$ cat config.mk
export PLATFORM = sky130hd
export DESIGN_NAME = xor_stream_parity
export DESIGN_NICKNAME = d
export VERILOG_FILES = /design/src/rtl/xor_stream_parity.sv
export SDC_FILE = /design/constraint.sdc
export NUM_CORES = 1
export LEC_CHECK = 0
export CAP_MARGIN = 40
export CORE_MARGIN = 4
export CORE_UTILIZATION = 35
export CTS_BUF_LIST = sky130_fd_sc_hd__clkbuf_2 sky130_fd_sc_hd__clkbuf_4 sky130_fd_sc_hd__clkbuf_8
export DETAILED_ROUTE_END_ITERATION = 16
export PLACE_DENSITY = 0.66
export SETUP_SLACK_MARGIN = 0.3
export SLEW_MARGIN = 10
export SYNTH_ARGS = -nofsm -noshare
export SYNTH_HDL_FRONTEND = slang
export SYNTH_SLANG_ARGS = --single-unit
$ cat constraint.sdc
create_clock -name clk -period 2.2 [get_ports clk]
set_input_delay 0.22 -clock clk [delete_from_list [all_inputs] [get_ports clk]]
set_output_delay 0.22 -clock clk [all_outputs]
set_load 0.01 [all_outputs]
$ cat src/rtl/xor_stream_parity.sv
// xor_stream_parity
//   Accumulates per-lane and whole-frame XOR parity over a valid/ready word
//   stream framed by s_last, and emits one registered result record per frame.
//
// Parameters
//   WIDTH  data word width (multiple of LANES)
//   LANES  number of parity lanes; lane k covers bits [k*L +: L], L = WIDTH/LANES
//   CNT_W  beat counter width (saturating)
//
// Ports
//   clk        sole clock, rising edge
//   rst_n      asynchronous active-low reset
//   cfg_odd    parity mode (0 even, 1 odd), captured on a frame's first beat
//   s_valid    input beat valid
//   s_ready    input beat accepted when s_valid && s_ready
//   s_data     input word
//   s_last     final beat of the frame
//   m_valid    result record valid
//   m_ready    result consumed when m_valid && m_ready
//   m_parity   per-lane frame parity, mode applied
//   m_total    whole-frame parity, mode applied
//   m_count    accepted beats in the frame, saturating
//   m_overflow beat count exceeded 2^CNT_W - 1
//
// State | meaning
// IDLE  | no frame open; next accepted beat starts a frame
// ACCUM | frame open; accepted beats fold into the accumulators

module xor_stream_parity #(
  parameter int WIDTH = 32,
  parameter int LANES = 4,
  parameter int CNT_W = 16
) (
  input  logic             clk,
  input  logic             rst_n,
  input  logic             cfg_odd,
  input  logic             s_valid,
  output logic             s_ready,
  input  logic [WIDTH-1:0] s_data,
  input  logic             s_last,
  output logic             m_valid,
  input  logic             m_ready,
  output logic [LANES-1:0] m_parity,
  output logic             m_total,
  output logic [CNT_W-1:0] m_count,
  output logic             m_overflow
);

  localparam int L = WIDTH / LANES;
  localparam logic [CNT_W-1:0] CNT_ONE = {{(CNT_W-1){1'b0}}, 1'b1};

  typedef enum logic {
    IDLE  = 1'b0,
    ACCUM = 1'b1
  } state_e;

  state_e           state_q, state_d;
  logic [LANES-1:0] lane_acc_q, lane_acc_d;
  logic [CNT_W-1:0] cnt_q, cnt_d;
  logic             ovf_q, ovf_d;
  logic             mode_q, mode_d;

  logic             m_valid_q, m_valid_d;
  logic [LANES-1:0] m_parity_q, m_parity_d;
  logic             m_total_q, m_total_d;
  logic [CNT_W-1:0] m_count_q, m_count_d;
  logic             m_overflow_q, m_overflow_d;

  logic [LANES-1:0] lp;
  logic             acc;

  // Input stalls only while an unconsumed result is pending.
  assign s_ready = !m_valid_q || m_ready;
  assign acc     = s_valid && s_ready;

  always_comb begin
    lp = '0;
    for (int k = 0; k < LANES; k++) begin
      lp[k] = ^s_data[k*L +: L];
    end
  end

  always_comb begin
    state_d      = state_q;
    lane_acc_d   = lane_acc_q;
    cnt_d        = cnt_q;
    ovf_d        = ovf_q;
    mode_d       = mode_q;
    m_valid_d    = m_valid_q;
    m_parity_d   = m_parity_q;
    m_total_d    = m_total_q;
    m_count_d    = m_count_q;
    m_overflow_d = m_overflow_q;

    if (acc) begin
      if (state_q == IDLE) begin
        lane_acc_d = lp;
        cnt_d      = CNT_ONE;
        ovf_d      = 1'b0;
        mode_d     = cfg_odd;
      end else begin
        lane_acc_d = lane_acc_q ^ lp;
        if (&cnt_q) begin
          ovf_d = 1'b1;
        end else begin
          cnt_d = cnt_q + CNT_ONE;
        end
      end
      state_d = s_last ? IDLE : ACCUM;
    end

    // A new record takes priority over a drain in the same cycle, which keeps
    // m_valid high and gives one frame per cycle throughput.
    if (acc && s_last) begin
      m_valid_d    = 1'b1;
      m_parity_d   = lane_acc_d ^ {LANES{mode_d}};
      m_total_d    = (^lane_acc_d) ^ mode_d;
      m_count_d    = cnt_d;
      m_overflow_d = ovf_d;
    end else if (m_valid_q && m_ready) begin
      m_valid_d = 1'b0;
    end
  end

  always_ff @(posedge clk or negedge rst_n) begin
    if (!rst_n) begin
      state_q      <= IDLE;
      lane_acc_q   <= '0;
      cnt_q        <= '0;
      ovf_q        <= 1'b0;
      mode_q       <= 1'b0;
      m_valid_q    <= 1'b0;
      m_parity_q   <= '0;
      m_total_q    <= 1'b0;
      m_count_q    <= '0;
      m_overflow_q <= 1'b0;
    end else begin
      state_q      <= state_d;
      lane_acc_q   <= lane_acc_d;
      cnt_q        <= cnt_d;
      ovf_q        <= ovf_d;
      mode_q       <= mode_d;
      m_valid_q    <= m_valid_d;
      m_parity_q   <= m_parity_d;
      m_total_q    <= m_total_d;
      m_count_q    <= m_count_d;
      m_overflow_q <= m_overflow_d;
    end
  end

  assign m_valid    = m_valid_q;
  assign m_parity   = m_parity_q;
  assign m_total    = m_total_q;
  assign m_count    = m_count_q;
  assign m_overflow = m_overflow_q;

endmodule
Word level (Yosys, flattened, before mapping)
Cells that the tools add are included.
Storage, ports and cells
  output and inout port bits: 24
  flip-flop bits (word level): 46
Operators by class
  add/subtract/negate cells: 1
  reduce and logical (&&, ||, !) cells: 12
  bitwise gates (word level): 3
  multiplexer cells: 13
Operators with widths (number)
  16-bit two-way mux: 3
  8-bit XOR reduction: 4
  16-bit by 1-bit adder with 16-bit output, second input constant: 1
  16-bit AND reduction: 1
  1-bit two-way mux: 8
  4-bit two-way mux: 2
  4-bit XOR: 2
  4-bit XOR reduction: 1
  1-bit logical AND: 3
  2-bit nonzero test: 1
  1-bit logical NOT: 1
  1-bit logical OR: 1
  1-bit XOR: 1

Longest topological paths before layout
Gate-level depths: netlist (run 1).
  depth in word-level cells: 6
  mapped depth: 9
  gate-level depth less buffers: 9

Worst setup path after synthesis (run 1)
OpenSTA, ideal clock, no wires.
  path type: flip-flop to flip-flop
  start point: register cnt_q[0]
  end point: register m_count_q[4] (netlist: m_count[4])
  arrival time: 1.880 ns
  period minus slack after synthesis: 2.013 ns
  path slack: 0.187 ns
  path buffers: 0
  stages on the path, launching flop included: 9
  setup time: 0.133 ns
  cells stage by stage: dfrtp_1 -> ha_1 -> nand4_1 -> nor4_4 -> and2_1 -> nor2_2 -> and4_1 -> xnor2_1 -> o21ai_0
On the way
  cells in the longest elaborated chain, start to end: 4
RTL lines
  from (decl): line 59  | logic [CNT_W-1:0] cnt_q, cnt_d;
  from (signal assigned): line 140  | cnt_q <= cnt_d;
  16-bit by 1-bit adder with 16-bit output or 16-bit AND reduction (tied branches): line 106, 103
  16-bit two-way mux (*): line 103  | if (&cnt_q) begin
  16-bit two-way mux (*): line 96  | if (state_q == IDLE) begin
  16-bit two-way mux (*): line 95  | if (acc) begin
  to (signal assigned): line 146  | m_count_q <= m_count_d;
  to (decl): line 66  | logic [CNT_W-1:0] m_count_q, m_count_d;
Every way passes the cells marked *; elsewhere a longest branch is shown, timed or not.
A chain may end at the register's enable or synchronous reset.

Worst setup path after layout (run 1)
  start point: register cnt_q[1]
  end point: register m_count_q[0] (netlist: m_count[0])
On the way
  cells in the longest elaborated chain, start to end: 4
RTL lines (line)
  16-bit AND reduction: 103
  16-bit two-way mux: 103
  16-bit two-way mux: 96
  16-bit two-way mux: 95
  net cnt_d[0]: 59
The timed path passes the listed nets, and every way through them passes these cells.

==> results of run 1 <==
-- cell usage after synthesis, drive strengths merged --
library cell | number | area share [%]
a21oi | 12 | 3.1
o31ai | 3 | 0.92
o211ai | 1 | 0.31
inv | 3 | 0.46
o21ai | 20 | 4.1
mux2i | 6 | 2.5
and3 | 2 | 0.51
or3 | 1 | 0.26
clkbuf | 6 | 1.7
a21o | 1 | 0.36
nand3b | 1 | 0.31
xnor2 | 36 | 13
o221ai | 1 | 0.62
nor2 | 19 | 3.0
nand3 | 10 | 2.1
o21a | 1 | 0.31
nor4 | 1 | 0.87
xor2 | 13 | 5.0
a211oi | 1 | 0.31
and2 | 2 | 0.51
nand4 | 4 | 1.0
nand2 | 36 | 5.8
nand2b | 4 | 1.0
nor3 | 2 | 0.41
a31oi | 1 | 0.26
mux2 | 4 | 1.8
and4 | 2 | 0.72
buf | 3 | 0.72
ha | 1 | 0.51
dfrtp | 46 | 47
-- timing repair --
| item | 4_1_cts | 5_1_grt |
|---|---|---|
| pin swaps | 3 | 31 |
| hold endpoints to repair | 0 | 0 |
| gates cloned | 0 | 0 |
| buffers inserted | 0 | 7 |
| endpoints found under the setup margin | 10 | 21 |
| gates resized for setup | 1 | 33 |
-- critical path, stage by stage (launching register included) --
cell and delay [ps]:
dfrtp_1 410, ha_2 220, nand4_1 180, nor4_4 230, and2_4 210, nor2_4 50, xnor2_1 150, nand2_1 80
mux2_2 260
-- power breakdown --
part | switching [mW] | total [mW] | internal (mW)
Sequential | 0.126 | 1.13 | 1.00
Combinational | 0.499 | 1.14 | 0.644
Clock | 0.270 | 0.588 | 0.317
Total | 0.895 | 2.86 | 1.96
-- worst max path at each step --
stage,end,slack [ps],depth (start not counted)
5_1_grt,m_count[11],200,9
3_5_place_dp,m_total,-40,9
2_1_floorplan,m_count[0],250,8
4_1_cts,m_count[11],300,9
3_3_place_gp,m_total,10,9
6_report,m_count[0],300,8
-- flip-flops by register name, indices dropped and copies added, names as in the netlist --
signal      cells
cnt_q          16
ovf_q           1
m_parity        4
mode_q          1
m_count        16
m_valid         1
state_q         1
m_total         1
m_overflow      1
lane_acc_q      4
-- final cells by class --
type,instances,area [um^2]
Fill cell,629,3280
Tap cell,96,120
Multi-Input combinational cell,185,1370
Inverter,3,11.3
Sequential cell,46,1150
Clock buffer,8,110
Timing Repair Buffer,77,751
-- logic make-up (layout without fill, tap and decap cells) --
family	count (synthesis)	count (layout)	synth area share (%)
buffers and inverters	12	88	2.92
AOI/OAI and AO/OA	41	41	10.3
DFF	46	46	47.2
xor gates and xnor gates	49	49	18.2
and+or+nand+nor	84	84	16.6
adders and majority gates	1	1	0.513
muxes	10	10	4.31
-- per-layer routing --
| metal | global-route usage (%) | vias to the layer above | wire length (um) |
|---|---|---|---|
| met5 | 0 | - | 0 |
| met4 | 3.02 | 0 | 51 |
| met3 | 2.57 | 7 | 199 |
| met2 | 20.1 | 34 | 2590 |
| met1 | 16.7 | 934 | 2480 |
| li1 | - | 967 | - |
-- through the flow --
| stage | instance area, um^2 | cells | utilization [%] |
|---|---|---|---|
| floorplan | 2450 | 243 | - |
| global placement | 3180 | 400 | 46.8 |
| detailed placement | 3180 | 400 | 46.8 |
| CTS | 3300 | 408 | 48.6 |
| global route | 3510 | 415 | 51.7 |
| finish | 3510 | 415 | 51.7 |
-- cells in the final DEF, fill, tap and decap left out, types with 9 or more instances in the layout --
cell type / synthesis / final
a21oi_1: 10 / 10
buf_4: 1 / 16
clkdlybuf4s50_1: 0 / 50
dfrtp_1: 46 / 45
dlymetal6s2s_1: 0 / 10
nand2_1: 35 / 35
nand3_1: 10 / 9
nor2_1: 18 / 18
o21ai_1: 15 / 16
xnor2_1: 35 / 25
xnor2_2: 1 / 10
xor2_1: 12 / 11
==> impl_results.md, run 1 <==
* Drt first pass iters at 4
* Result of the run: finished, violations left
* Register bit count reported by yosys at 46
* Antenna Violating Nets Remaining at 0
* Grt total ovfl at 0
* Final WL at 5320 um
* Synthesis-to-finish area growth at 43.9%
* Failing checks: hold timing
* Clk sinks at 46
* Worst r2r dst: m_count[0]
* Routed len/inst at 12.8 um
* Gpl congestion at 0.799
* Mapped Nets at 282
* WS Path Type: flop to flop
* Peak supply drop at between 0.3 and 0.4 mV
* Final hold vios at 1
* # IOs at between 60 and 70
* Relative slew slack at 61.2%
* H-tree depth at 2
* Worst Hold Class: primary input to async pin
* Max-slew violations at 0
* TritonCTS buffer count at 5
* Root Driver: clkbuf_8
* Worst R2R Path Depth at 8
* CTS tree: built
* Leakage at 1.55 nW
* Final HPWL DP at approximately 4000 um
* Final Net Count at about 360
* Synth Instances at 243
* First-pass GRT wire length at 8480 um
* First DRT Iteration DRCs at 48
* Largest net degree at the start of global routing at 47
* DRC at 0
* Reg2Reg Setup Slack at 300 ps
* Hold WS at -1.51 ps
* Yosys cell types at 40
* PwrDens at 815 nW/um^2
* Layout cells sized above 1 at 18.8%
* Die width at just over 90 um
* TNS Setup at 0 ps
* Final Power at 2.86 mW
* Vias at 1942
* Die ar. at 8370 um^2
* Drt via density at 4.68
* Global Route Usage Sum at 12.3%
* Clk buf depth at 2
* Initial antenna violation count at 0
* Fin crit share at 86.4%
* Crit end category: flop
* FMAX at 526 MHz
* Startpoint types: flop
* Pre-CTS setup slack at -35.1 ps
* Site row count at 30
* Unrepaired setup endpoints after global routing: yes
* Ant. Diodes at 0
* Max Cap Violations at 0
* Crit path launch: cnt_q[1]
* Hold Buf Count CTS at 0
* Die H at slightly above 90 um
* Synth Cell Area at 2440 um^2
* Syn avg cell area at 10.0 um^2
* Clk pin slew, worst setup/hold paths at 80 ps
* Setup Skew at 3.98 ps
* Clk_lat worst skew at 290 ps
* Seq/Total Area, Yosys at 47.2%
* Period minus WS final at 1900 ps
* # port buffers at 61
* Worst-path fanout max at 7
* CP arrival at ~2100 ps
* Req. time, crit path at 2380 ps
* Final worst setup slack at 299 ps
* Final setup fails at 0
* Least-Margin Pin Slew at 582 ps
* CORE AREA at 6790 um^2
* RR Startpoint: cnt_q[1]
* Vias in the first global route at 1825
* Synth warnings at 0
* Starting Density at a little over a third
(Power assumes the default switching activity.)
==> run 2, diff against run 1 <==
Settings changed: CTS_CLUSTER_SIZE set to 40.
==> results of run 2 <==
Final layout, timing and power as in run 1 (identical DEF).
==> run 3, diff against run 2 <==
Settings changed: PLACE_DENSITY 0.66 to unset, PLACE_DENSITY_LB_ADDON set to 0.3.
==> run 3 against run 2 <==
Net effect:
- the flow now finishes without violations
- sequential share of layout area increased by 1.4 points
- global-route usage increased by 0.83 points
- count of clock-buffer cells in the layout decreased by 2
- cell count decreased by 1.7%
- first-iteration DRC count decreased by 23%
- highest routed layer unchanged
==> impl_results.md, run 3 (synthesis results as in run 1) <==
* Die ar. at 8370 um^2
* Final HPWL DP at 3870 um
* Crit end category: flop
* FMAX at about 520 MHz
* Die H at 91.5 um
* Final hold vios at 0
* GR peak layer: met2
* PwrDens at 800 nW/um^2
* CTS tree: built
* Clk pin slew, worst setup/hold paths at 80 ps
* WS Path Type: flop to flop
* TNS Setup at 0 ps
* CORE AREA at between 6000 and 7000 um^2
* Final Net Count at 352
* RR Startpoint: cnt_q[0]
* Worst Hold Class: primary input to async pin
* Unrepaired setup endpoints after global routing: yes
* Clk_lat worst skew at just under 300 ps
* Worst r2r dst: m_count[0]
* Global Route Usage Sum at 13.2%
* Initial antenna violation count at 0
* # IOs at 62
* Post-Layout Cell Count at 408
* # port buffers at 61
* Clk sinks at 46
* Final worst setup slack at 292 ps
* Req. time, crit path at 2380 ps
* First-pass GRT wire length at 8950 um
* Max-slew violations at 0
* Sequential cell area at 1150 um^2
* CP arrival at 2090 ps
* H-tree depth at 2
* Vias at between 1500 and 2000
* Clk buf depth at 2
* Ant. Diodes at 0
* Peak supply drop at 0.296 mV
* Commonest non-fill, non-tap cells in the layout: clkdlybuf4s50_1 (52), dfrtp_1 (45), nand2_1 (34)
* Site row count at 30
* Multi-input gate area at 1290 um^2
* Die width at 91.5 um
* Synthesis-to-finish area growth at 38.1%
* Met1 Use GR at 17.1%
* Vias in the first global route at 1933
* Worst R2R Path Depth at 8
* Hold WS at 8.75 ps
* Leakage at 1.46 nW
* Layout cells sized above 1 at around 14%
* Gpl congestion at just under 0.8
* Result of the run: completed
* Final setup fails at 0
* Final Power at 2.69 mW
* Most common cell after layout, fill and taps aside: clkdlybuf4s50_1
* Drt first pass iters at 4
* Reg2Reg Setup Slack at around 290 ps
* Setup Skew at just over 4 ps
* Fin crit share at 86.7%
* Worst-path fanout max at 7
* Placed insts at 400
* Largest net degree at the start of global routing at 47
* Starting Density at 35.9%
* First DRT Iteration DRCs at 37
* DRC at 0
* Startpoint types: flop
* Max Cap Violations at 0
* Final WL at roughly 5200 um
* Relative slew slack at 61.6%
* # fillers at between 600 and 700
* TritonCTS buffer count at 5
* Met2 GRT Util at 21.6%
* Period minus WS final at 1910 ps
* Antenna Violating Nets Remaining at 0
* Grt total ovfl at 0
* Drt via density at 4.68
* Root Driver: clkbuf_8
* Met3 usage at between 3 and 4%
* Least-Margin Pin Slew at 576 ps
* Routed len/inst at 12.8 um
* Pre-CTS setup slack at -58.8 ps
run 3: cell types whose count changed in the layout (fill, tap and decap cells not counted), moves of 2 or more:
| cell | change |
|---|---|
| clkbuf_8 | -2 |
| xnor2_2 | -4 |
| clkdlybuf4s50_1 | +2 |
| xnor2_1 | +5 |
| dlymetal6s2s_1 | -2 |
| buf_4 | -6 |
run 3: worst max path at each step:
stage,endpoint,start
after CTS,m_count[11],cnt_q[1]
after detailed placement,m_total,s_data[30]
after floorplan,m_count[0],cnt_q[0]
final,m_count[0],cnt_q[0]
after global placement,m_total,s_data[22]
after global routing,m_total,s_data[14]
run 3: metal layers:
layer,routed length [um],part of all wire [%]
met2,2480,48
met1,2440,47
met5,0,0
met3,230,4.4
met4,62,1.2
run 3: repair_timing:
item,4_1_cts,5_1_grt
pin swaps,6,16
cloned,0,0
hold buffers,0,0
endpoints found under the setup margin,9,13
setup buffers,2,0
resized for setup,0,22
run 3: area by class of cell:
type	instances	share of cell area [%]
clock buffer	6	2.45
tap	96	3.57
inverter	3	0.334
sequential	46	34.2
timing repair buffer	72	21.1
multi-input combinational	185	38.3
run 3: worst max-delay path, cell delays in order, from the launching register on:
cell and delay, ps:
dfrtp_1 420, ha_2 230, nand4_1 170, nor4_4 210
and2_4 220, nor2_4 70, xnor2_2 140, nand2_1 80
mux2_2 260
run 3: stage by stage:
stage | cell area [um^2] | utilization [%]
after global routing | 3370 | 49.6
after global placement | 3180 | 46.8
after CTS | 3280 | 48.3
after detailed placement | 3180 | 46.8
after floorplan | 2450 | -
final | 3370 | 49.6
run 3: report_power, final:
group	internal, mW	total, mW	switching (mW)
Combinational	0.587	1.06	0.475
Sequential	1.00	1.13	0.128
Clock	0.242	0.500	0.258
